$ cat config.mk
export PLATFORM = sky130hd
export DESIGN_NAME = writeback
export DESIGN_NICKNAME = d
export VERILOG_FILES = /design/src/rtl/writeback_pkg.sv /design/src/rtl/wb_shadow.sv /design/src/rtl/writeback.sv
export SDC_FILE = /design/constraint.sdc
export NUM_CORES = 1
export LEC_CHECK = 0
export BUFFER_PORTS_ARGS = -buffer_cell sky130_fd_sc_hd__buf_2
export CAP_MARGIN = 10
export CORE_MARGIN = 5
export CORE_UTILIZATION = 35
export DETAILED_ROUTE_END_ITERATION = 10
export HOLD_SLACK_MARGIN = 0.08
export PLACE_DENSITY = 0.71
export SLEW_MARGIN = 0
export SYNTH_ARGS = -nofsm -noshare
export SYNTH_HDL_FRONTEND = slang
export SYNTH_SLANG_ARGS = --single-unit
$ cat constraint.sdc
create_clock -name clk -period 2.8 [get_ports clk]
set_input_delay 0.56 -clock clk [delete_from_list [all_inputs] [get_ports clk]]
set_output_delay 0.56 -clock clk [all_outputs]
set_load 0.02 [all_outputs]
$ cat src/rtl/writeback_pkg.sv
// Shared ARM constants and types for the writeback stage.
package writeback_pkg;

  localparam int unsigned XLEN    = 32;
  localparam int unsigned RNUM_W  = 4;

  localparam logic [XLEN-1:0]   CPSR_RESET = 32'h0000_00D3;
  localparam logic [RNUM_W-1:0] PC_REG     = 4'd15;

  typedef enum logic {
    RUN    = 1'b0,
    SHADOW = 1'b1
  } wb_state_t;

  typedef struct packed {
    logic              we;
    logic [RNUM_W-1:0] num;
    logic [XLEN-1:0]   data;
  } rf_write_t;

  // Branch targets are word aligned.
  function automatic logic [XLEN-1:0] align_pc(input logic [XLEN-1:0] addr);
    return {addr[XLEN-1:2], 2'b00};
  endfunction

endpackage

$ cat src/rtl/wb_shadow.sv
// Squash window after a PC write: counts non-bubble slots before commits resume.
module wb_shadow
  import writeback_pkg::*;
#(
  parameter int unsigned SHADOW_DEPTH = 3
) (
  input  logic      clk,
  input  logic      Nrst,
  input  logic      inbubble,
  input  logic      pc_write,
  output wb_state_t state
);

  localparam int unsigned CW = (SHADOW_DEPTH > 0) ? $clog2(SHADOW_DEPTH + 1) : 1;

  logic [CW-1:0] count;

  always_ff @(posedge clk) begin
    if (Nrst) begin
      state <= RUN;
      count <= '0;
    end else begin
      case (state)
        RUN: begin
          if (pc_write && (SHADOW_DEPTH != 0)) begin
            state <= SHADOW;
            count <= CW'(SHADOW_DEPTH);
          end
        end
        SHADOW: begin
          // Bubbles carry no instruction, so they do not shorten the window.
          if (!inbubble) begin
            count <= count - CW'(1);
            if (count == CW'(1)) begin
              state <= RUN;
            end
          end
        end
        default: begin
          state <= RUN;
          count <= '0;
        end
      endcase
    end
  end

endmodule

$ cat src/rtl/writeback.sv
// Writeback stage: commits register writes, redirects fetch on PC writes, tracks status and retire count.
module writeback
  import writeback_pkg::*;
#(
  parameter int unsigned SHADOW_DEPTH = 3
) (
  input  logic              clk,
  input  logic              Nrst,
  input  logic              inbubble,
  input  logic [XLEN-1:0]   pc,
  input  logic [XLEN-1:0]   insn,
  input  logic              write_reg,
  input  logic [RNUM_W-1:0] write_num,
  input  logic [XLEN-1:0]   write_data,
  input  logic [XLEN-1:0]   cpsr,
  input  logic [XLEN-1:0]   spsr,
  output logic              rf_we,
  output logic [RNUM_W-1:0] rf_wnum,
  output logic [XLEN-1:0]   rf_wdata,
  output logic [XLEN-1:0]   out_cpsr,
  output logic [XLEN-1:0]   out_spsr,
  output logic              jmp,
  output logic [XLEN-1:0]   jmppc,
  output logic              fwd_valid,
  output logic [RNUM_W-1:0] fwd_num,
  output logic [XLEN-1:0]   fwd_data,
  output logic [XLEN-1:0]   retired
);

  wb_state_t state;
  logic      valid_c;
  logic      pc_write_c;
  logic      reg_write_c;
  logic      unused_inputs;

  // pc/insn travel with the slot for debug visibility only.
  assign unused_inputs = ^{pc, insn};

  assign valid_c     = !inbubble && (state == RUN);
  assign pc_write_c  = valid_c && write_reg && (write_num == PC_REG);
  assign reg_write_c = valid_c && write_reg && (write_num != PC_REG);

  wb_shadow #(
    .SHADOW_DEPTH (SHADOW_DEPTH)
  ) u_shadow (
    .clk      (clk),
    .Nrst     (Nrst),
    .inbubble (inbubble),
    .pc_write (pc_write_c),
    .state    (state)
  );

  always_ff @(posedge clk) begin
    if (Nrst) begin
      rf_we    <= 1'b0;
      rf_wnum  <= '0;
      rf_wdata <= '0;
      jmp      <= 1'b0;
      jmppc    <= '0;
      retired  <= '0;
      out_cpsr <= CPSR_RESET;
      out_spsr <= '0;
    end else begin
      rf_we <= reg_write_c;
      jmp   <= pc_write_c;
      if (reg_write_c) begin
        rf_wnum  <= write_num;
        rf_wdata <= write_data;
      end
      if (pc_write_c) begin
        jmppc <= align_pc(write_data);
      end
      if (valid_c) begin
        retired  <= retired + XLEN'(1);
        out_cpsr <= cpsr;
        out_spsr <= spsr;
      end
    end
  end

  // Bypass exposes the value being written to the regfile this cycle.
  assign fwd_valid = rf_we;
  assign fwd_num   = rf_wnum;
  assign fwd_data  = rf_wdata;

endmodule

==> summary.txt <==
Run status
  • Outcome: finished clean

Clock network
  • CTS Hold Bufs: 0
  • Reg clk slew, reported paths: 0.07 ns
  • CTS resizes: 0
  • Clk_lat worst skew: 0.41 ns
  • Num CTS Buffers: 17
  • Post-CTS Setup Repair Bufs: 0
  • H-tree depth: 4
  • TritonCTS clock tree: yes
  • CTS Sinks: 167
  • Clk root buf: clkbuf_16
  • Clock Path Buffers: 2

Timing
  • RSZ-0062 raised after global routing: no
  • Final Cycle Share: 76.4%
  • Slew margin rel.: 49.9%
  • Final setup viols: 0
  • Slew @ Worst Pin: 0.745 ns
  • Hold slack: 0.350 ns
  • Fin Setup TNS: 0 ns
  • Clock Skew: 0.00855 ns
  • Final Max Slew Viols: 0
  • Minimum clock period: 2.14 ns
  • Achievable frequency: 0.467 GHz
  • Final hold violation count: 0

Detailed routing
  • Wl on met1: 7.80 mm
  • Max layer used: met4
  • Met2 Routed Length: 8.71 mm
  • Drt pass-1 iters: 4
  • Post-route DRC: 0
  • Wirelength per Cell: 14.2 um
  • 1st-iter DRT viols: 243
  • Routed wire length: 18.5 mm
  • Via density: 4.82
  • Antenna Nets Post-Route: 0
  • Met3 routed WL: 1.75 mm
  • Vias: 6253

Run
  • Max Cap Viol: 0

Logic synthesis
  • Cells after Synth: 813
  • Synthesized area: 6490 sq um
  • Main synth FF type: dfxtp_1
  • Flops & latches, synth: 167
  • Synth cell types: 40
  • Seq/Total Area, Yosys: 51.5%
  • Ys async rst share: 0%
  • Average cell area after synthesis: 7.99 sq um
  • Synth warn: 0
  • EDFF count, synth: 0

Global route
  • Largest net degree at the start of global routing: 92
  • Initial antenna violation count: 0
  • Global-route wire length before repair: 29.3 mm
  • Vias in the first global route: 5717
  • Total gr overflow: 0
  • Total GRT Usage: 16.5%

Critical path
  • CP Launch Type: flop
  • Crit-path max FO: 11
  • Crit path capture type: flop
  • Critical Path RT: 3.11 ns
  • WP data arrival: 2.45 ns
  • Critical path type: reg2reg

Placed design
  • PortBufs: 304
  • DPL Wire Length: 13.2 mm
  • GP Congestion: 0.736
  • Placed instance count: 1265

Final layout
  • Diodes inserted: 0
  • Non-filler cells, final: 1297
  • Area delta synth->final: 31.4%
  • Share of layout cells above drive strength 1: 33.7%
  • NumNets Final: 1225

Power and ir drop
  • Power Dens Cells: 637 nW/um^2
  • Leakage Power: 0.00390 uW
  • Tot Pwr: 5440 uW
  • Worst VDD drop: 397 uV

Die
  • Initial core utilization: 35.8%
  • Placeable Area: 18100 sq um
  • DIE AREA: 21400 sq um
  • Width of the die: 146 um
  • Num ports: 371
  • FP Rows: 49
  • Die span in y: 146 um

Worst hold path
  • Hold Crit Class: in2reg
-- cells in the final DEF (no fill, tap or decap), types with 2 or more instances in the layout --
cell type	n
dfxtp_1	167
or4_1	9
nand3_1	9
xnor2_1	5
nand3b_1	5
clkbuf_16	17
o21ai_0	7
buf_2	303
nor2b_1	5
or3_1	6
nand4_1	15
inv_6	4
bufinv_16	2
ha_1	2
and4_1	3
conb_1	2
nor4_1	5
o31ai_1	9
nor2_1	25
nand2_1	265
inv_1	5
or2_2	2
inv_8	2
a21oi_1	141
and3_1	5
buf_12	4
buf_4	6
nor3_1	7
mux2_2	4
clkinv_2	2
clkinvlp_4	4
xor2_1	4
a31o_2	2
-- synth_stat cells (2+ instances only) --
library cell  count  share of area [%]
dfxtp_1         167                 51
mux2_2            4               0.69
and3_1            5               0.48
inv_1             5               0.29
or3_1             6               0.58
xor2_1            4               0.54
or2_2             2               0.19
nor3_1            7               0.54
and4_1            3               0.40
xnor2_1           5               0.67
nand4_1          15                1.4
a21oi_1         141                 11
clkbuf_1         46                2.7
buf_1             4               0.23
nor2_1           27                1.6
nand3_1           9               0.69
nand2_1         265                 15
or4_1             9                1.0
o31ai_1           9                1.0
ha_1              2               0.39
nor2b_1           6               0.58
buf_4            39                4.5
o21ai_0           7               0.54
nand3b_1          5               0.58
a31o_2            2               0.27
nor4_1            5               0.48
-- path summary, 6_finish.rpt --
path / start / endpoint / slack [ns] / cells past startpoint
setup / recovery: u_shadow.state$_SDFF_PP0_ / retired[30]$_SDFFE_PP0N_ / 0.66 / 4
setup reg to reg: u_shadow.state$_SDFF_PP0_ / retired[30]$_SDFFE_PP0N_ / 0.66 / 4
hold / removal: cpsr[1] / out_cpsr[1]$_SDFFE_PP1N_ / 0.35 / 3
hold reg to reg: jmppc[19]$_SDFFE_PP0P_ / jmppc[19]$_SDFFE_PP0P_ / 0.45 / 2
-- flip-flops by register name (all words and copies together), names as in the netlist --
name,cells
jmp,1
u_shadow.state,1
out_cpsr,32
fwd_valid,1
retired,32
jmppc,30
fwd_data,32
u_shadow.count,2
fwd_num,4
out_spsr,32
-- report_power, final --
group / total (uW) / internal, uW / switching (uW)
Clock: 2370 / 1340 / 1040
Sequential: 2510 / 2460 / 50.0
Combinational: 556 / 195 / 361
-- routing by layer --
metal  GRT usage [%]  vias to the layer above
met2            27.3                      228
met4            4.23                        0
li1                -                     3153
met1            20.1                     2854
met3            6.48                       18
met5               0                        -
-- layout make-up --
cell class,instances,area [sq um]
Inverter,5,18.8
Timing Repair Buffer,313,1640
Clock buffer,17,425
Multi-Input combinational cell,551,2650
Sequential cell,167,3340
Tap cell,229,287
Clock inverter,15,166
Fill cell,1815,9610
-- through the flow --
step           setup slack, ns  util [%]  area [sq um]
2_1_floorplan            0.625         -          6500
4_1_cts                  0.636      47.0          8530
5_1_grt                  0.522      47.0          8530
6_report                 0.661      47.0          8530
3_5_place_dp             0.346      43.8          7940
3_3_place_gp             0.364      43.8          7940
-- critical path, stage by stage (launching register included) --
cell and delay [ns]:
dfxtp_1 0.40, or3b_4 0.46, or3_4 0.44, nor4b_1 0.35, mux2_2 0.38
-- logic make-up (layout without fill, tap and decap cells) --
kind of cell / count (synthesis) / in the layout / share of synthesized area [%]
adder cells (fa/ha/maj): 2 / 2 / 0.385
buffers and inverters: 96 / 350 / 7.94
AO/OA/AOI/OAI: 162 / 162 / 13.1
flip-flops: 167 / 167 / 51.5
AND/OR/NAND/NOR: 372 / 372 / 25.1
XOR/XNOR: 9 / 9 / 1.21
multiplexers: 4 / 4 / 0.693
other: 1 / 2 / 0.0577
(Power assumes the default switching activity.)
